===== src/rtl/io_cdc_pkg.sv =====
// Shared encodings for the io_cdc responder: access sizes, register offsets
// and write-handshake states.
package io_cdc_pkg;

    localparam logic [1:0] ACC_NONE = 2'd0;
    localparam logic [1:0] ACC_B    = 2'd1;
    localparam logic [1:0] ACC_H    = 2'd2;
    localparam logic [1:0] ACC_W    = 2'd3;

    localparam logic [1:0] IO_CDC_DATA   = 2'd0;
    localparam logic [1:0] IO_CDC_STATUS = 2'd1;
    localparam logic [1:0] IO_CDC_CTRL   = 2'd2;

    typedef enum logic [1:0] {
        IDLE,
        WAIT_SPACE,
        ACK
    } wr_state_e;

endpackage


===== src/rtl/byte_fifo.sv =====
// Byte-wide synchronous FIFO; push when full and pop when empty are ignored.
module byte_fifo #(
    parameter int unsigned DEPTH_LOG2 = 3
) (
    input  logic                  clk_i,
    input  logic                  rstn_i,
    input  logic                  push,
    input  logic                  pop,
    input  logic [7:0]            din,
    output logic [7:0]            head,
    output logic                  empty,
    output logic                  full,
    output logic [DEPTH_LOG2:0]   count
);

    localparam int unsigned DEPTH = 1 << DEPTH_LOG2;
    localparam logic [DEPTH_LOG2-1:0] PTR_ONE = 1;
    localparam logic [DEPTH_LOG2:0]   CNT_ONE = 1;

    logic [7:0]            mem [DEPTH];
    logic [DEPTH_LOG2-1:0] wr_ptr;
    logic [DEPTH_LOG2-1:0] rd_ptr;
    logic                  do_push;
    logic                  do_pop;

    assign empty   = (count == '0);
    assign full    = count[DEPTH_LOG2];
    assign head    = mem[rd_ptr];
    // full is the pre-edge state, so a same-cycle pop never frees room for a push
    assign do_push = push && !full;
    assign do_pop  = pop && !empty;

    always_ff @(posedge clk_i or negedge rstn_i) begin
        if (!rstn_i) begin
            for (int unsigned i = 0; i < DEPTH; i++) begin
                mem[i] <= '0;
            end
            wr_ptr <= '0;
            rd_ptr <= '0;
            count  <= '0;
        end else begin
            if (do_push) begin
                mem[wr_ptr] <= din;
                wr_ptr      <= wr_ptr + PTR_ONE;
            end
            if (do_pop) begin
                rd_ptr <= rd_ptr + PTR_ONE;
            end
            case ({do_push, do_pop})
                2'b10:   count <= count + CNT_ONE;
                2'b01:   count <= count - CNT_ONE;
                default: count <= count;
            endcase
        end
    end

endmodule


===== src/rtl/io_cdc.sv =====
// Memory-mapped bridge between CPU loads/stores and the USB CDC byte streams:
// RX FIFO for host->device bytes, TX FIFO for device->host bytes.
module io_cdc
    import io_cdc_pkg::*;
#(
    parameter logic [31:0] MAP_ZERO        = 32'h0000_1000,
    parameter int unsigned FIFO_DEPTH_LOG2 = 3
) (
    input  logic        clk_i,
    input  logic        rstn_i,
    input  logic [1:0]  acc_r_i,
    input  logic [31:0] addr_r_i,
    input  logic        sext_i,
    output logic [31:0] data_r_o,
    input  logic        wr_en_i,
    input  logic [1:0]  acc_w_i,
    input  logic [31:0] addr_w_i,
    input  logic [31:0] data_w_i,
    output logic        wr_ready_o,
    output logic [7:0]  in_data_o,
    output logic        in_valid_o,
    input  logic        in_ready_i,
    input  logic [7:0]  out_data_i,
    input  logic        out_valid_i,
    output logic        out_ready_o,
    output logic        rx_irq_o
);

    logic [7:0]                 rx_head;
    logic                       rx_empty;
    logic                       rx_full;
    logic [FIFO_DEPTH_LOG2:0]   rx_count;
    logic                       rx_push;
    logic                       rx_pop;
    logic                       tx_empty;
    logic                       tx_full;
    logic [FIFO_DEPTH_LOG2:0]   tx_count;
    logic                       tx_push;
    logic                       tx_pop;

    logic                       hit_r;
    logic                       hit_w;
    logic                       rd_req;
    logic [1:0]                 rsel;
    logic [1:0]                 wsel;
    logic [31:0]                reg_val;
    logic [31:0]                shifted;
    logic [31:0]                rd_val;
    logic                       irq_en;
    wr_state_e                  state;
    logic                       unused;

    assign hit_r  = (addr_r_i[31:4] == MAP_ZERO[31:4]);
    assign hit_w  = (addr_w_i[31:4] == MAP_ZERO[31:4]);
    assign rsel   = addr_r_i[3:2];
    assign wsel   = addr_w_i[3:2];
    assign rd_req = (acc_r_i != ACC_NONE) && hit_r;

    assign rx_push     = out_valid_i && out_ready_o;
    assign rx_pop      = rd_req && (rsel == IO_CDC_DATA);
    assign tx_pop      = in_valid_o && in_ready_i;
    assign out_ready_o = !rx_full;
    assign in_valid_o  = !tx_empty;
    assign rx_irq_o    = !rx_empty && irq_en;
    assign unused      = ^{acc_w_i, addr_w_i[1:0], data_w_i[31:8], tx_count};

    byte_fifo #(.DEPTH_LOG2(FIFO_DEPTH_LOG2)) u_rx (
        .clk_i  (clk_i),
        .rstn_i (rstn_i),
        .push   (rx_push),
        .pop    (rx_pop),
        .din    (out_data_i),
        .head   (rx_head),
        .empty  (rx_empty),
        .full   (rx_full),
        .count  (rx_count)
    );

    byte_fifo #(.DEPTH_LOG2(FIFO_DEPTH_LOG2)) u_tx (
        .clk_i  (clk_i),
        .rstn_i (rstn_i),
        .push   (tx_push),
        .pop    (tx_pop),
        .din    (data_w_i[7:0]),
        .head   (in_data_o),
        .empty  (tx_empty),
        .full   (tx_full),
        .count  (tx_count)
    );

    always_comb begin
        reg_val = '0;
        case (rsel)
            IO_CDC_DATA: begin
                if (!rx_empty) reg_val[7:0] = rx_head;
            end
            IO_CDC_STATUS: begin
                reg_val[0]    = !rx_empty;
                reg_val[1]    = !tx_full;
                reg_val[2]    = tx_empty;
                reg_val[15:8] = 8'(rx_count);
            end
            IO_CDC_CTRL: reg_val[0] = irq_en;
            default:     reg_val = '0;
        endcase
    end

    assign shifted = reg_val >> {addr_r_i[1:0], 3'b000};

    always_comb begin
        rd_val = '0;
        case (acc_r_i)
            ACC_B:   rd_val = {{24{sext_i & shifted[7]}}, shifted[7:0]};
            ACC_H:   rd_val = {{16{sext_i & shifted[15]}}, shifted[15:0]};
            ACC_W:   rd_val = shifted;
            default: rd_val = '0;
        endcase
    end

    always_ff @(posedge clk_i or negedge rstn_i) begin
        if (!rstn_i) begin
            data_r_o <= '0;
        end else begin
            data_r_o <= rd_req ? rd_val : '0;
        end
    end

    // TX push must reach the FIFO in the same cycle the FSM decides it
    always_comb begin
        tx_push = 1'b0;
        if (state == IDLE && wr_en_i && hit_w && wsel == IO_CDC_DATA && !tx_full) begin
            tx_push = 1'b1;
        end else if (state == WAIT_SPACE && !tx_full) begin
            tx_push = 1'b1;
        end
    end

    always_ff @(posedge clk_i or negedge rstn_i) begin
        if (!rstn_i) begin
            state      <= IDLE;
            wr_ready_o <= 1'b0;
            irq_en     <= 1'b0;
        end else begin
            wr_ready_o <= 1'b0;
            case (state)
                IDLE: begin
                    if (wr_en_i && hit_w) begin
                        if (wsel == IO_CDC_DATA && tx_full) begin
                            state <= WAIT_SPACE;
                        end else begin
                            if (wsel == IO_CDC_CTRL) irq_en <= data_w_i[0];
                            state      <= ACK;
                            wr_ready_o <= 1'b1;
                        end
                    end
                end
                WAIT_SPACE: begin
                    if (!tx_full) begin
                        state      <= ACK;
                        wr_ready_o <= 1'b1;
                    end
                end
                ACK:     state <= IDLE;
                default: state <= IDLE;
            endcase
        end
    end

endmodule


===== config.mk =====
export PLATFORM = sky130hd
export DESIGN_NAME = io_cdc
export DESIGN_NICKNAME = d
export VERILOG_FILES = /design/src/rtl/io_cdc_pkg.sv /design/src/rtl/byte_fifo.sv /design/src/rtl/io_cdc.sv
export SDC_FILE = /design/constraint.sdc
export NUM_CORES = 1
export LEC_CHECK = 0
export CAP_MARGIN = 20
export CORE_ASPECT_RATIO = 0.8
export CORE_MARGIN = 1.5
export CORE_UTILIZATION = 37
export CTS_CLUSTER_DIAMETER = 200
export DETAILED_ROUTE_END_ITERATION = 8
export GPL_TIMING_DRIVEN = 1
export PLACE_DENSITY = 0.68
export SLEW_MARGIN = 20
export SYNTH_ARGS = -nofsm -noshare
export SYNTH_HDL_FRONTEND = slang
export SYNTH_SLANG_ARGS = --single-unit

===== constraint.sdc =====
create_clock -name clk_i -period 3.4 [get_ports clk_i]
set_input_delay 0.68 -clock clk_i [delete_from_list [all_inputs] [get_ports clk_i]]
set_output_delay 0.68 -clock clk_i [all_outputs]
set_load 0.1 [all_outputs]

==> impl_metrics.ini, run 1 <==
[outcome]
status = finished, violations left
violations = design-rule violations

[yosys]
synth_seq_area_share_pct = 52.04
syn-num-nets = 681
ys.flop_type = dfrtp_1
yosysWarningCount = 0
netlist_area_um2 = 7934
synth_top_area_share_pct = 52.04
synthCells = 556
synth_cell_types = 49
avgSynthCellArea_um2 = 14.27
async_reset_ff_share_pct = 100.0
yosysTopAreaCell = dfrtp_1
synth_edf_count = 0
ys_ff_latch = 165
synth.area.top_cells = dfrtp_1, mux2_2, mux4_2, buf_4, ha_1

[place]
io_buffers = 129
place_area_um2 = 9434
dpl.hpwl_um = 12740
place_congestion = 0.8148

[cts]
clk_path_buf_depth = 2
cts_root_buf = clkbuf_16
cts_made_buffers = 17
cts_resized = 0
post_cts_buffers = 0
cts.sinks = 165
clk_pin_slew_worst_paths_ns = 0.07
cts_hold_repair.buffers = 0
cts_tree = built
insertion_delay_ns = 0.43
ctsHtreeMaxLevel = 4

[sta]
fmax_mhz = 322.8
grt_setup_unrepaired = false
setup_viol = 0
finalCritPeriodShare_pct = 91.13
min_period_ns = 3.098
slew_headroom_pct = 32.57
fin_skew_ns = 0.009094
worstMarginPinSlew_ns = 1.008
slew_viol_final = 0
finalHoldViolCount = 0

[die]
die_area_um2 = 22340
ios = 158
core_area_um2 = 20880
die_h_um = 134.0
start_util_pct = 38.00
fp-row-count = 47
die_w_um = 166.7

[finish]
final_cell_mix = dfrtp_1, mux2_2, clkdlybuf4s50_1, buf_4, mux4_2
final_common_cell = dfrtp_1
diodes = 0
final_area_um2 = 10010
post-route-util_pct = 47.95
area_growth_pct = 26.16
drive_gt1_share_pct = 39.60
fillers = 1785
nets = 804

[drt]
initialDrtViolationCount = 300
met2_length_um = 9432
wl_met3_um = 820
drc_errors = 11
wirelength_um = 18130
first_pass_iters = 9
via_per_inst = 5.221
highest_layer = met4
dr_total_vias = 5017
wl_met1_um = 7632
wire_per_inst_um = 18.87
ant_nets = 0

[critical_path]
crit_type = reg2out
required_ns = 2.72
reg2reg_from = u_tx.count[3]
cp-start-kind = flip-flop
reg2regPathDepth = 10
r2r-end = u_tx.count[2]
arrival_ns = 2.42
r2r_slack_ns = 0.70
worst-path-max-fanout = 12
crit_path_end_kind = output port

[grt]
grt_pass1_wl_um = 29620
grt_pass1_vias = 5526
grtUsageTotal_pct = 17.17
grt_max_degree = 82
grt_overflow = 0
grt_antenna_before_repair = 0

[min_path]
hp-class = in2async

[power_and_ir_drop]
p_int_uw = 3312
sw_frac_of_total_pct = 27.97
power.density_nw_per_um2 = 459.4
power.leakage_uw = 0.004605
p_sw_uw = 1286
pwr-share-comb_pct = 12.0
power_frac_seq_pct = 47.4
clockPowerShare_pct = 40.7
ir_drop_mv = 0.2966

[job]
drv_cap = 0
through the flow:
| step | hold WS [ns] | TNS (ns) | instances | power (uW) | setup WS [ns] |
|---|---|---|---|---|---|
| final | 0.3072 | 0 | 961 | 4598 | 0.3017 |
| after CTS | 0.3089 | 0 | 961 | 4663 | 0.2149 |
| after global routing | 0.3496 | 0 | 961 | 4814 | 0.1706 |
| after floorplan | 0.3844 | 0 | 556 | 2489 | 0.3242 |
| after detailed placement | 0.4872 | -0.07269 | 929 | 2775 | -0.03699 |
| after global placement | 0.4812 | 0 | 929 | 2747 | 0.04403 |
power by group through the flow:
stage | sequential (uW) | combinational [uW] | clock, uW
after floorplan | 2090 | 400 | 0
after global placement | 2210 | 540 | 0
after detailed placement | 2220 | 557 | 0
after CTS | 2180 | 561 | 1920
after global routing | 2200 | 610 | 2010
final | 2180 | 551 | 1870
cell families after synthesis:
family / Yosys count / synth area share (%)
AO/OA/AOI/OAI: 28 / 2.918
XOR/XNOR: 18 / 1.987
adder cells (fa/ha/maj): 11 / 1.829
buffers and inverters: 48 / 3.296
flip-flops: 165 / 52.04
multiplexers: 183 / 30.36
AND/OR/NAND/NOR: 103 / 7.570
critical path, stage by stage, from the launching register on:
cell and delay, ns:
dfrtp_1 0.68, buf_12 0.23, mux4_2 0.52, mux2_2 0.31
buf_4 0.24
Yosys cell counts, types with 3 or more instances:
library cell,instances
and2_1,3
mux2_2,140
a21oi_1,5
buf_2,8
xor2_1,8
clkbuf_1,10
xnor2_1,10
ha_1,10
nand3b_1,5
mux2i_1,10
nor4_1,9
nor2b_1,4
buf_1,3
dfrtp_1,165
a31oi_2,8
nand4_1,3
mux4_2,32
buf_4,19
nor4_2,3
o21ai_1,4
or3_1,4
nand2_1,18
nand3_1,3
nor3_1,9
inv_1,8
nor2_1,25
o21ai_0,4
layout make-up:
class / count / area, um2 / share of cell area (%)
flip-flops and latches: 165 / 4129 / 41.25
multi-input cells: 343 / 3543 / 35.40
repair buffers: 144 / 1395 / 13.94
clock buffers: 17 / 425.4 / 4.250
well taps: 269 / 336.6 / 3.363
clock inverters: 15 / 150.1 / 1.500
inverters: 8 / 30.03 / 0.3000
metal layers:
metal / up-vias / GRT usage, %
li1: 2283 / -
met2: 128 / 29.93
met4: 0 / 6.313
met1: 2583 / 20.99
met5: - / 0
met3: 23 / 3.895
how the worst max path moves through the flow:
stage                         end  slack [ns]           start
detailed placement  u_tx.count[2]       -0.04    addr_w_i[13]
global route         in_data_o[0]        0.17  u_tx.rd_ptr[0]
finish               in_data_o[0]        0.30  u_tx.rd_ptr[0]
CTS                  in_data_o[0]        0.21  u_tx.rd_ptr[0]
global placement    u_tx.count[3]        0.04    addr_w_i[13]
floorplan           u_tx.count[2]        0.32    addr_w_i[13]
registers in the layout, indices dropped and copies added (netlist names), 3 cells and up:
name	cells
u_tx.rd_ptr	3
u_tx.count	4
u_rx.mem	64
u_rx.count	4
u_rx.wr_ptr	3
data_r_o	13
u_tx.mem	64
u_rx.rd_ptr	3
u_tx.wr_ptr	3
(Power assumes the default switching activity.)
==> run 2: changes to the inputs <==
--- a/config.mk
+++ b/config.mk
@@ -13,6 +13,7 @@
 export DETAILED_ROUTE_END_ITERATION = 8
 export GPL_TIMING_DRIVEN = 1
 export PLACE_DENSITY = 0.68
+export SKIP_LAST_GASP = 1
 export SLEW_MARGIN = 20
 export SYNTH_ARGS = -nofsm -noshare
 export SYNTH_HDL_FRONTEND = slang
==> results of run 2 <==
Final layout, timing and power as in run 1 (identical DEF).
